File: src/rtl/wb_regs_pkg.sv
// Shared definitions for the Wishbone register window: word offsets,
// STATUS bit positions, default ID word, FSM state encoding and a
// byte-lane merge helper used by the masked-write registers.
package wb_regs_pkg;

  localparam logic [31:0] ID_DEFAULT = 32'h5742_0001;

  localparam int REG_ID       = 0;
  localparam int REG_CTRL     = 1;
  localparam int REG_STATUS   = 2;
  localparam int REG_CYCLES   = 3;
  localparam int REG_SCRATCH0 = 4;

  localparam int STATUS_PRESSED_BIT = 0;
  localparam int STATUS_STICKY_BIT  = 1;

  typedef enum logic [1:0] {
    IDLE = 2'd0,
    WAIT = 2'd1,
    RESP = 2'd2
  } state_e;

  // Replace only the byte lanes whose select bit is set.
  function automatic logic [31:0] apply_sel(input logic [31:0] old_w,
                                            input logic [31:0] new_w,
                                            input logic [3:0]  sel);
    logic [31:0] r;
    r = old_w;
    for (int b = 0; b < 4; b++) begin
      if (sel[b]) r[8*b +: 8] = new_w[8*b +: 8];
    end
    return r;
  endfunction

endpackage

File: src/rtl/wb_regs_slave_btn_sync.sv
// btn_sync: 2-flop synchronizer for an active-low button plus a one-cycle
// pulse on the released->pressed edge of the synchronized level.
// Latency: o_pressed lags the pin by 2-3 clocks; no backpressure.
// Ports: i_clk, i_reset_n (async, active low), i_btn_n (raw pin, low =
// pressed), o_pressed (synchronized level), o_press_pulse (edge pulse).
module btn_sync (
  input  logic i_clk,
  input  logic i_reset_n,
  input  logic i_btn_n,
  output logic o_pressed,
  output logic o_press_pulse
);

  logic meta_q;
  logic sync_q;
  logic pressed_prev_q;

  // Reset to "released" so no spurious press edge leaves reset.
  always_ff @(posedge i_clk or negedge i_reset_n) begin
    if (!i_reset_n) begin
      meta_q         <= 1'b1;
      sync_q         <= 1'b1;
      pressed_prev_q <= 1'b0;
    end else begin
      meta_q         <= i_btn_n;
      sync_q         <= meta_q;
      pressed_prev_q <= ~sync_q;
    end
  end

  assign o_pressed     = ~sync_q;
  assign o_press_pulse = ~sync_q & ~pressed_prev_q;

endmodule

File: src/rtl/wb_regs_slave.sv
// wb_regs_slave: pipelined Wishbone responder for an NREGS-word register
// window (ID, CTRL->LEDs, STATUS, CYCLES, scratch).
// Latency: ack/err WAIT_STATES+1 clocks after the accept edge.
// Backpressure: stall is high for the whole WAIT/RESP span; one request in flight.
// Ports: i_clk, i_reset_n, Wishbone slave (i_wb_* / o_wb_*), i_usr_button
// (low = pressed), o_LEDS. Macro WB_REGS_ERR_EN turns unmapped accesses
// into err completions instead of ack-with-zero.
module wb_regs_slave
  import wb_regs_pkg::*;
#(
  parameter int          NREGS       = 8,
  parameter logic [29:0] BASE_ADDR   = 30'h0,
  parameter int          WAIT_STATES = 0,
  parameter logic [31:0] ID_VALUE    = ID_DEFAULT
) (
  input  logic        i_clk,
  input  logic        i_reset_n,
  input  logic        i_wb_cyc,
  input  logic        i_wb_stb,
  input  logic        i_wb_we,
  input  logic [29:0] i_wb_addr,
  input  logic [31:0] i_wb_data,
  input  logic [3:0]  i_wb_sel,
  output logic        o_wb_stall,
  output logic        o_wb_ack,
  output logic        o_wb_err,
  output logic [31:0] o_wb_data,
  input  logic        i_usr_button,
  output logic [7:0]  o_LEDS
);

  localparam int AW   = $clog2(NREGS);
  localparam int NSCR = NREGS - REG_SCRATCH0;
  localparam logic [3:0] WS_LOAD = (WAIT_STATES == 0) ? 4'd0 : 4'(WAIT_STATES - 1);

`ifdef WB_REGS_ERR_EN
  localparam bit ERR_EN = 1'b1;
`else
  localparam bit ERR_EN = 1'b0;
`endif

  state_e        state_q, state_d;
  logic [3:0]    cnt_q, cnt_d;

  logic          we_q, hit_q;
  logic [AW-1:0] off_q;
  logic [31:0]   dat_q;
  logic [3:0]    sel_q;

  logic [7:0]    ctrl_q;
  logic          sticky_q;
  logic [31:0]   cycles_q;
  logic [31:0]   scratch_q [NSCR];
  logic [31:0]   rdata_q;
  logic          err_q;

  logic          pressed, press_pulse;
  logic          accept, enter_resp, wr_en;
  logic          c_we, c_hit;
  logic [AW-1:0] c_off;
  logic [31:0]   c_dat, rd_d;
  logic [3:0]    c_sel;
  logic          err_d;

  btn_sync u_btn_sync (
    .i_clk         (i_clk),
    .i_reset_n     (i_reset_n),
    .i_btn_n       (i_usr_button),
    .o_pressed     (pressed),
    .o_press_pulse (press_pulse)
  );

  assign accept     = (state_q == IDLE) && i_wb_cyc && i_wb_stb;
  assign enter_resp = (state_d == RESP);

  // With zero wait states the commit edge is the accept edge itself, so the
  // request is taken straight from the bus; otherwise from the latched copy.
  always_comb begin
    if (state_q == IDLE) begin
      c_we  = i_wb_we;
      c_hit = (i_wb_addr[29:AW] == BASE_ADDR[29:AW]);
      c_off = i_wb_addr[AW-1:0];
      c_dat = i_wb_data;
      c_sel = i_wb_sel;
    end else begin
      c_we  = we_q;
      c_hit = hit_q;
      c_off = off_q;
      c_dat = dat_q;
      c_sel = sel_q;
    end
  end

  assign wr_en = enter_resp && c_we && c_hit;
  assign err_d = ERR_EN && !c_hit;

  // FSM: state register
  always_ff @(posedge i_clk or negedge i_reset_n) begin
    if (!i_reset_n) begin
      state_q <= IDLE;
      cnt_q   <= 4'd0;
    end else begin
      state_q <= state_d;
      cnt_q   <= cnt_d;
    end
  end

  // FSM: next state. Dropping cyc while waiting abandons the request.
  always_comb begin
    state_d = state_q;
    cnt_d   = cnt_q;
    case (state_q)
      IDLE: begin
        if (accept) begin
          if (WAIT_STATES == 0) begin
            state_d = RESP;
          end else begin
            state_d = WAIT;
            cnt_d   = WS_LOAD;
          end
        end
      end
      WAIT: begin
        if (!i_wb_cyc)          state_d = IDLE;
        else if (cnt_q == 4'd0) state_d = RESP;
        else                    cnt_d   = cnt_q - 4'd1;
      end
      RESP:    state_d = IDLE;
      default: state_d = IDLE;
    endcase
  end

  // FSM: outputs
  always_comb begin
    o_wb_stall = (state_q != IDLE);
    o_wb_ack   = (state_q == RESP) && !err_q;
    o_wb_err   = (state_q == RESP) && err_q;
  end

  always_ff @(posedge i_clk or negedge i_reset_n) begin
    if (!i_reset_n) begin
      we_q  <= 1'b0;
      hit_q <= 1'b0;
      off_q <= '0;
      dat_q <= '0;
      sel_q <= '0;
    end else if (accept) begin
      we_q  <= i_wb_we;
      hit_q <= (i_wb_addr[29:AW] == BASE_ADDR[29:AW]);
      off_q <= i_wb_addr[AW-1:0];
      dat_q <= i_wb_data;
      sel_q <= i_wb_sel;
    end
  end

  // Read mux; unmapped addresses read as zero.
  always_comb begin
    rd_d = '0;
    if (c_hit) begin
      if (c_off == AW'(REG_ID)) begin
        rd_d = ID_VALUE;
      end else if (c_off == AW'(REG_CTRL)) begin
        rd_d[7:0] = ctrl_q;
      end else if (c_off == AW'(REG_STATUS)) begin
        rd_d[STATUS_PRESSED_BIT] = pressed;
        rd_d[STATUS_STICKY_BIT]  = sticky_q;
      end else if (c_off == AW'(REG_CYCLES)) begin
        rd_d = cycles_q;
      end else begin
        for (int i = 0; i < NSCR; i++) begin
          if (c_off == AW'(REG_SCRATCH0 + i)) rd_d = scratch_q[i];
        end
      end
    end
  end

  always_ff @(posedge i_clk or negedge i_reset_n) begin
    if (!i_reset_n) begin
      ctrl_q   <= '0;
      sticky_q <= 1'b0;
      cycles_q <= '0;
      rdata_q  <= '0;
      err_q    <= 1'b0;
      for (int i = 0; i < NSCR; i++) scratch_q[i] <= '0;
    end else begin
      cycles_q <= cycles_q + 32'd1;
      if (wr_en && c_off == AW'(REG_CTRL) && c_sel[0]) ctrl_q <= c_dat[7:0];
      // A new press beats a simultaneous write-1-to-clear.
      if (press_pulse) begin
        sticky_q <= 1'b1;
      end else if (wr_en && c_off == AW'(REG_STATUS) && c_sel[0] &&
                   c_dat[STATUS_STICKY_BIT]) begin
        sticky_q <= 1'b0;
      end
      for (int i = 0; i < NSCR; i++) begin
        if (wr_en && c_off == AW'(REG_SCRATCH0 + i))
          scratch_q[i] <= apply_sel(scratch_q[i], c_dat, c_sel);
      end
      if (enter_resp) begin
        rdata_q <= rd_d;
        err_q   <= err_d;
      end
    end
  end

  assign o_wb_data = rdata_q;
  assign o_LEDS    = ctrl_q;

endmodule

File: config.mk
export PLATFORM = sky130hd
export DESIGN_NAME = wb_regs_slave
export DESIGN_NICKNAME = d
export VERILOG_FILES = /design/src/rtl/wb_regs_pkg.sv /design/src/rtl/wb_regs_slave_btn_sync.sv /design/src/rtl/wb_regs_slave.sv
export SDC_FILE = /design/constraint.sdc
export NUM_CORES = 1
export LEC_CHECK = 0
export CAP_MARGIN = 20
export CORE_MARGIN = 8
export CORE_UTILIZATION = 45
export DETAILED_ROUTE_END_ITERATION = 10
export GPL_ROUTABILITY_DRIVEN = 0
export GPL_TIMING_DRIVEN = 1
export HOLD_SLACK_MARGIN = 0.08
export MAX_ROUTING_LAYER = met4
export PLACE_DENSITY = 0.76
export SKIP_LAST_GASP = 1
export SLEW_MARGIN = 40
export SYNTH_ARGS = -nofsm -noshare
export SYNTH_HDL_FRONTEND = slang
export SYNTH_SLANG_ARGS = --single-unit
export TNS_END_PERCENT = 5
File: constraint.sdc
create_clock -name i_clk -period 2.9 [get_ports i_clk]
set_input_delay 0.58 -clock i_clk [delete_from_list [all_inputs] [get_ports i_clk]]
set_output_delay 0.58 -clock i_clk [all_outputs]
set_load 0.01 [all_outputs]
Yosys cells after proc, flatten, opt, wreduce, memory -nomap -nowiden. Index checks and enable logic that the tools add are counted. W data, S select, Z words.

Flip-flop bits (word level): 251. Bits of input ports: 72. Output and inout bits: 43. Word-level logic and storage cells: 104.

$add $sub $neg: 2. Equality and inequality tests: 10. Multiplexer cells: 22. Bitwise logic cells: 4. Reductions and logical operators: 36.

Operator list (count): $mux W32 (8); $add A32 B1 Y32 const B (1); $reduce_and A2 Y1 (16); $mux W30 (1); $logic_not A27 Y1 (1); $mux W24 (1); $logic_and A1 B1 Y1 (13); $eq A3 B3 Y1 const B (4); $mux W2 (4); $mux W8 (1); $eq A3 B2 Y1 const B (2); $eq A2 B2 Y1 const B (2); $logic_not A4 Y1 (1); $mux W1 (4); $mux W4 (1); $pmux W2 S2 (1); $reduce_bool A2 Y1 (2); $sub A4 B1 Y4 const B (1); $eq A3 B1 Y1 const B (1); $logic_not A3 Y1 (1); $mux W3 (1); $not A1 Y1 (3); $reduce_and A3 Y1 (1); $eq A2 B1 Y1 const B (1); 2 further kinds (2).

Depth between registers and ports, before layout.
Depth in word-level cells: 13. Mapped depth: 10. Mapped depth without buffers: 8.

By module. From an unflattened synthesis, not the netlist that was laid out.

Cells, all modules: 988. Area, all modules: 11720.0 µm².

Modules (own cells, without submodules): wb_regs_slave (times used 1, cells each 983, area an instance 11634.9 µm²); btn_sync (times used 1, cells each 5, area an instance 85.1 µm²).

Least setup slack after synthesis. Ideal clock, no wire load.

Kind: register -> register. Start: register cnt_q[0]. End: register scratch_q[106] (netlist bit). Data arrival time: 2422 ps. Path slack: 354 ps. Stages on the path, launching flop included: 10. Path buffers: 1. Cells stage by stage: dfrtp_1 inv_1 ha_1 nor4bb_1 a21oi_1 nor2b_1 o21a_1 clkbuf_1 nor4b_4 mux2_2.

Longest elaborated chain between the ends: 9.

RTL lines: start: declaration (line wb_regs_slave.sv:43) `logic [3:0] cnt_q, cnt_d;`; start signal: assignment (line wb_regs_slave.sv:104) `cnt_q <= cnt_d;`; $logic_not A4 Y1 (line wb_regs_slave.sv:125) `else if (cnt_q == 4'd0) state_d = RESP;`; $mux W2 (line wb_regs_slave.sv:125); $mux W2 (line wb_regs_slave.sv:124) `if (!i_wb_cyc) state_d = IDLE;`; $pmux W2 S2 (line wb_regs_slave.sv:112) `case (state_q)`; $eq A2 B2 Y1 (line wb_regs_slave.sv:74) `assign enter_resp = (state_d == RESP);`; $logic_and A1 B1 Y1 (2 in series) (line wb_regs_slave.sv:94) `assign wr_en = enter_resp && c_we && c_hit;`; $logic_and A1 B1 Y1 (line wb_regs_slave.sv:196) `if (wr_en && c_off == AW'(REG_SCRATCH0 + i))`; $reduce_and A2 Y1 (no source line); end signal: indexed assignment (line wb_regs_slave.sv:197) `scratch_q[i] <= apply_sel(scratch_q[i], c_dat, c_sel);`; end: declaration (line wb_regs_slave.sv:53) `logic [31:0] scratch_q [NSCR];`.

Every way passes these cells. A chain may end at the register's enable or synchronous reset.

Worst setup path in the final report.
Start: register cnt_q[0]. End: register scratch_q[28] (netlist bit).

The elaborated chain is that of the path after synthesis.

==> results.py <==
metrics = {
    "die": {
        "coreArea_mm2": 0.02525,
        "fp.dieW_um": 176.4,
        "start_util_pct": 45.86,
        "die_y_um": 176.4,
        "dieArea_mm2": 0.03113,
        "io-pin-count": 115,
        "placementRows": 58,
    },
    "sta": {
        "tns_ns": 0,
        "fin_crit_ns": 2.755,
        "fin_ws_ns": 0.1448,
        "hold_viol": 0,
        "timing.fmax_ghz": 0.3630,
        "relSlewSlack_pct": 46.39,
        "fin_skew_ns": 0.009473,
        "worst_slew_pin_slew_ns": 0.7818,
        "fin_crit_sh_pct": 95.01,
        "drv_slew": 0,
        "worst_hold_slack_ns": 0.3586,
        "setup_viol": 0,
        "rsz0062_at_grt": "false",
    },
    "clock_tree": {
        "path_clk_slew_ns": 0.06,
        "cts_resized": 0,
        "cts_tree": "done",
        "clock_sinks": 251,
        "cts_buffers": 27,
        "clockBufferDepth": 3,
        "clock_latency_ns": 0.53,
        "h-tree-depth": 1,
        "cts-root-buf": "clkbuf_16",
    },
    "logic_synthesis": {
        "ys_seq_area_share_pct": 54.25,
        "synth-seq-cells": 251,
        "yosys.area_share.simple_pct": 11.11,
        "synth_adder_area_share_pct": 0.2161,
        "syn-cell-area_mm2": 0.01158,
        "avgSynthCellArea_um2": 11.73,
        "synth_nets": 1061,
        "synth_top_family_by_area": "multiplexers",
        "synth-compound-area-share_pct": 10.25,
        "synth_top_flop_cell": "dfrtp_1",
        "synth_edf_count": 0,
        "async_flop_share_pct": 100.0,
        "netlist-cell-type-count": 57,
        "netlist_instances": 987,
        "yosysWarnings": 0,
        "muxShareOfSynthArea_pct": 19.57,
        "synth_xor_xnor_area_share_pct": 2.495,
    },
    "pwr": {
        "powerDensity_mw_per_mm2": 580.9,
        "power.total_mw": 8.449,
        "vdd_drop_max_mv": 0.4855,
        "p_leak_nw": 6.681,
    },
    "cells_and_area": {
        "fin_nets": 1220,
        "antennaDiodeCount": 0,
        "multi_input_area_mm2": 0.005084,
        "drive_above_1_share_pct": 27.53,
        "layout.cells.non_filler": 1496,
        "seq_area_mm2": 0.006284,
        "area_growth_pct": 25.58,
        "nFillCells": 2101,
    },
    "flow_run": {
        "drv_cap": 0,
    },
    "grt": {
        "grt_pass1_wl_um": 48490,
        "overflow": 0,
        "grt_max_degree": 77,
        "grtUsageMet2_pct": 34.17,
        "grt_busiest_layer": "met2",
        "gr-usage-met1_pct": 24.18,
        "grt.total_usage_pct": 19.86,
        "use_met3_pct": 2.478,
        "grt_pass1_vias": 8947,
        "antenna_found_initial": 0,
    },
    "detailed_routing": {
        "drt_iter0_drc": 657,
        "firstDrtPassIters": 7,
        "drc": 0,
        "via_per_inst": 5.618,
        "routed_wl_um": 30210,
        "ant_nets": 0,
        "via_count": 8404,
        "wl_per_cell_um": 20.19,
    },
    "critical_path": {
        "cp_max_fo": 9,
        "worst_ep_arrival_time_ns": 3.17,
        "cp-start-kind": "register",
        "endpoint_kind": "register",
        "crit_required_ns": 3.31,
        "critPathKind": "register to register",
    },
    "placed_design": {
        "dp_cells": 1446,
        "dp_hpwl_um": 20950,
        "dp_slack_ns": -0.05075,
        "io_buffer_count": 113,
    },
    "hold_path": {
        "min_path_type": "register to register",
    },
    "outcome": {
        "outcome": "finished clean",
    },
}
==> power breakdown <==
part | total [mW] | switching (mW) | internal [mW] | leakage (nW)
Sequential | 3.82 | 0.121 | 3.69 | 3.37
Combinational | 1.02 | 0.549 | 0.467 | 2.84
Clock | 3.62 | 1.40 | 2.22 | 0.469
Total | 8.45 | 2.07 | 6.38 | 6.68
==> layout make-up <==
| cell class | count | share of cell area (%) |
|---|---|---|
| inverters | 9 | 0.2323 |
| multi-input cells | 676 | 34.95 |
| repair buffers | 181 | 12.28 |
| well taps | 330 | 2.839 |
| clock buffers | 36 | 5.290 |
| clock inverters | 13 | 1.204 |
| flip-flops and latches | 251 | 43.20 |
==> synthesized netlist by cell type (18+ instances only) <==
| library cell | instances | area share (%) |
|---|---|---|
| a21oi_1 | 47 | 2.0 |
| a22oi_1 | 27 | 1.7 |
| clkbuf_1 | 36 | 1.2 |
| dfrtp_1 | 249 | 54 |
| mux2_2 | 177 | 17 |
| mux2i_1 | 24 | 2.1 |
| nand2_1 | 147 | 4.8 |
| nand3_1 | 21 | 0.91 |
| nor2_1 | 18 | 0.58 |
| o21ai_0 | 38 | 1.6 |
| o22ai_1 | 24 | 1.3 |
| xnor2_1 | 28 | 2.1 |
==> registers in the layout, indices dropped and copies added (netlist names) <==
| signal | cells |
|---|---|
| off_q | 3 |
| o_LEDS | 8 |
| dat_q | 32 |
| sel_q | 4 |
| cnt_q | 4 |
| state_q | 2 |
| u_btn_sync.sync_q | 1 |
| o_wb_data | 32 |
| scratch_q | 128 |
| cycles_q | 32 |
| hit_q | 1 |
| u_btn_sync.pressed_prev_q | 1 |
| we_q | 1 |
| sticky_q | 1 |
| u_btn_sync.meta_q | 1 |
==> cells by family (layout without fill, tap and decap cells) <==
| family | count (synthesis) | after routing |
|---|---|---|
| mux | 204 | 204 |
| compound gates | 185 | 185 |
| flops | 251 | 251 |
| other cells | 1 | 1 |
| xor+xnor | 33 | 33 |
| buf+inv | 60 | 239 |
| simple gates | 251 | 251 |
| fa+ha+maj | 2 | 2 |
==> path summary, 6_finish.rpt <==
path | start | end | slack [ns] | depth (start not counted)
max in group asynchronous | i_reset_n | o_LEDS[5] | 1.50 | 3
min in group asynchronous | i_reset_n | dat_q[6] | 0.64 | 2
setup reg to reg | cnt_q[0] | scratch_q[28] | 0.14 | 10
hold reg to reg | u_btn_sync.meta_q | u_btn_sync.sync_q | 0.36 | 0
hold / removal | u_btn_sync.meta_q | u_btn_sync.sync_q | 0.36 | 0
setup / recovery | cnt_q[0] | scratch_q[28] | 0.14 | 10
==> per-layer routing <==
layer | up-vias | part of all wire (%)
li1 | 3862 | -
met2 | 201 | 51
met3 | 62 | 3.7
met4 | 0 | 2.8
met5 | - | 0
met1 | 4279 | 42
==> cell usage in the layout, fill, tap and decap left out, types with 21 or more instances in the layout <==
cell and count:
o21ai_0 38, a22oi_1 27, mux2i_1 22, nand3_1 21
o22ai_1 24, mux2_2 177, dfrtp_1 249, a21oi_1 47
buf_4 56, xnor2_1 28, clkdlybuf4s50_1 112, clkbuf_16 27
nand2_1 147
==> through the flow <==
stage,util (%),cell area (um^2)
CTS,57.60,14550
floorplan,-,11580
global placement,53.81,13590
finish,57.60,14550
detailed placement,53.81,13590
global route,57.60,14550
==> worst max-delay path: stages (launching register included) <==
cell,delay [ns]
dfrtp_1,0.38
inv_1,0.09
ha_1,0.20
nor4bb_1,0.48
a21oi_1,0.13
nor2b_1,0.20
o2111ai_1,0.15
buf_4,0.23
nor3_2,0.23
buf_4,0.22
mux2_2,0.35
==> what timing repair did <==
item                      in CTS  in global routing
buffers inserted               0                  0
hold endpoints to repair      71                  0
hold buffers                   1                  0
No activity file was read; power rests on OpenSTA's default activity.
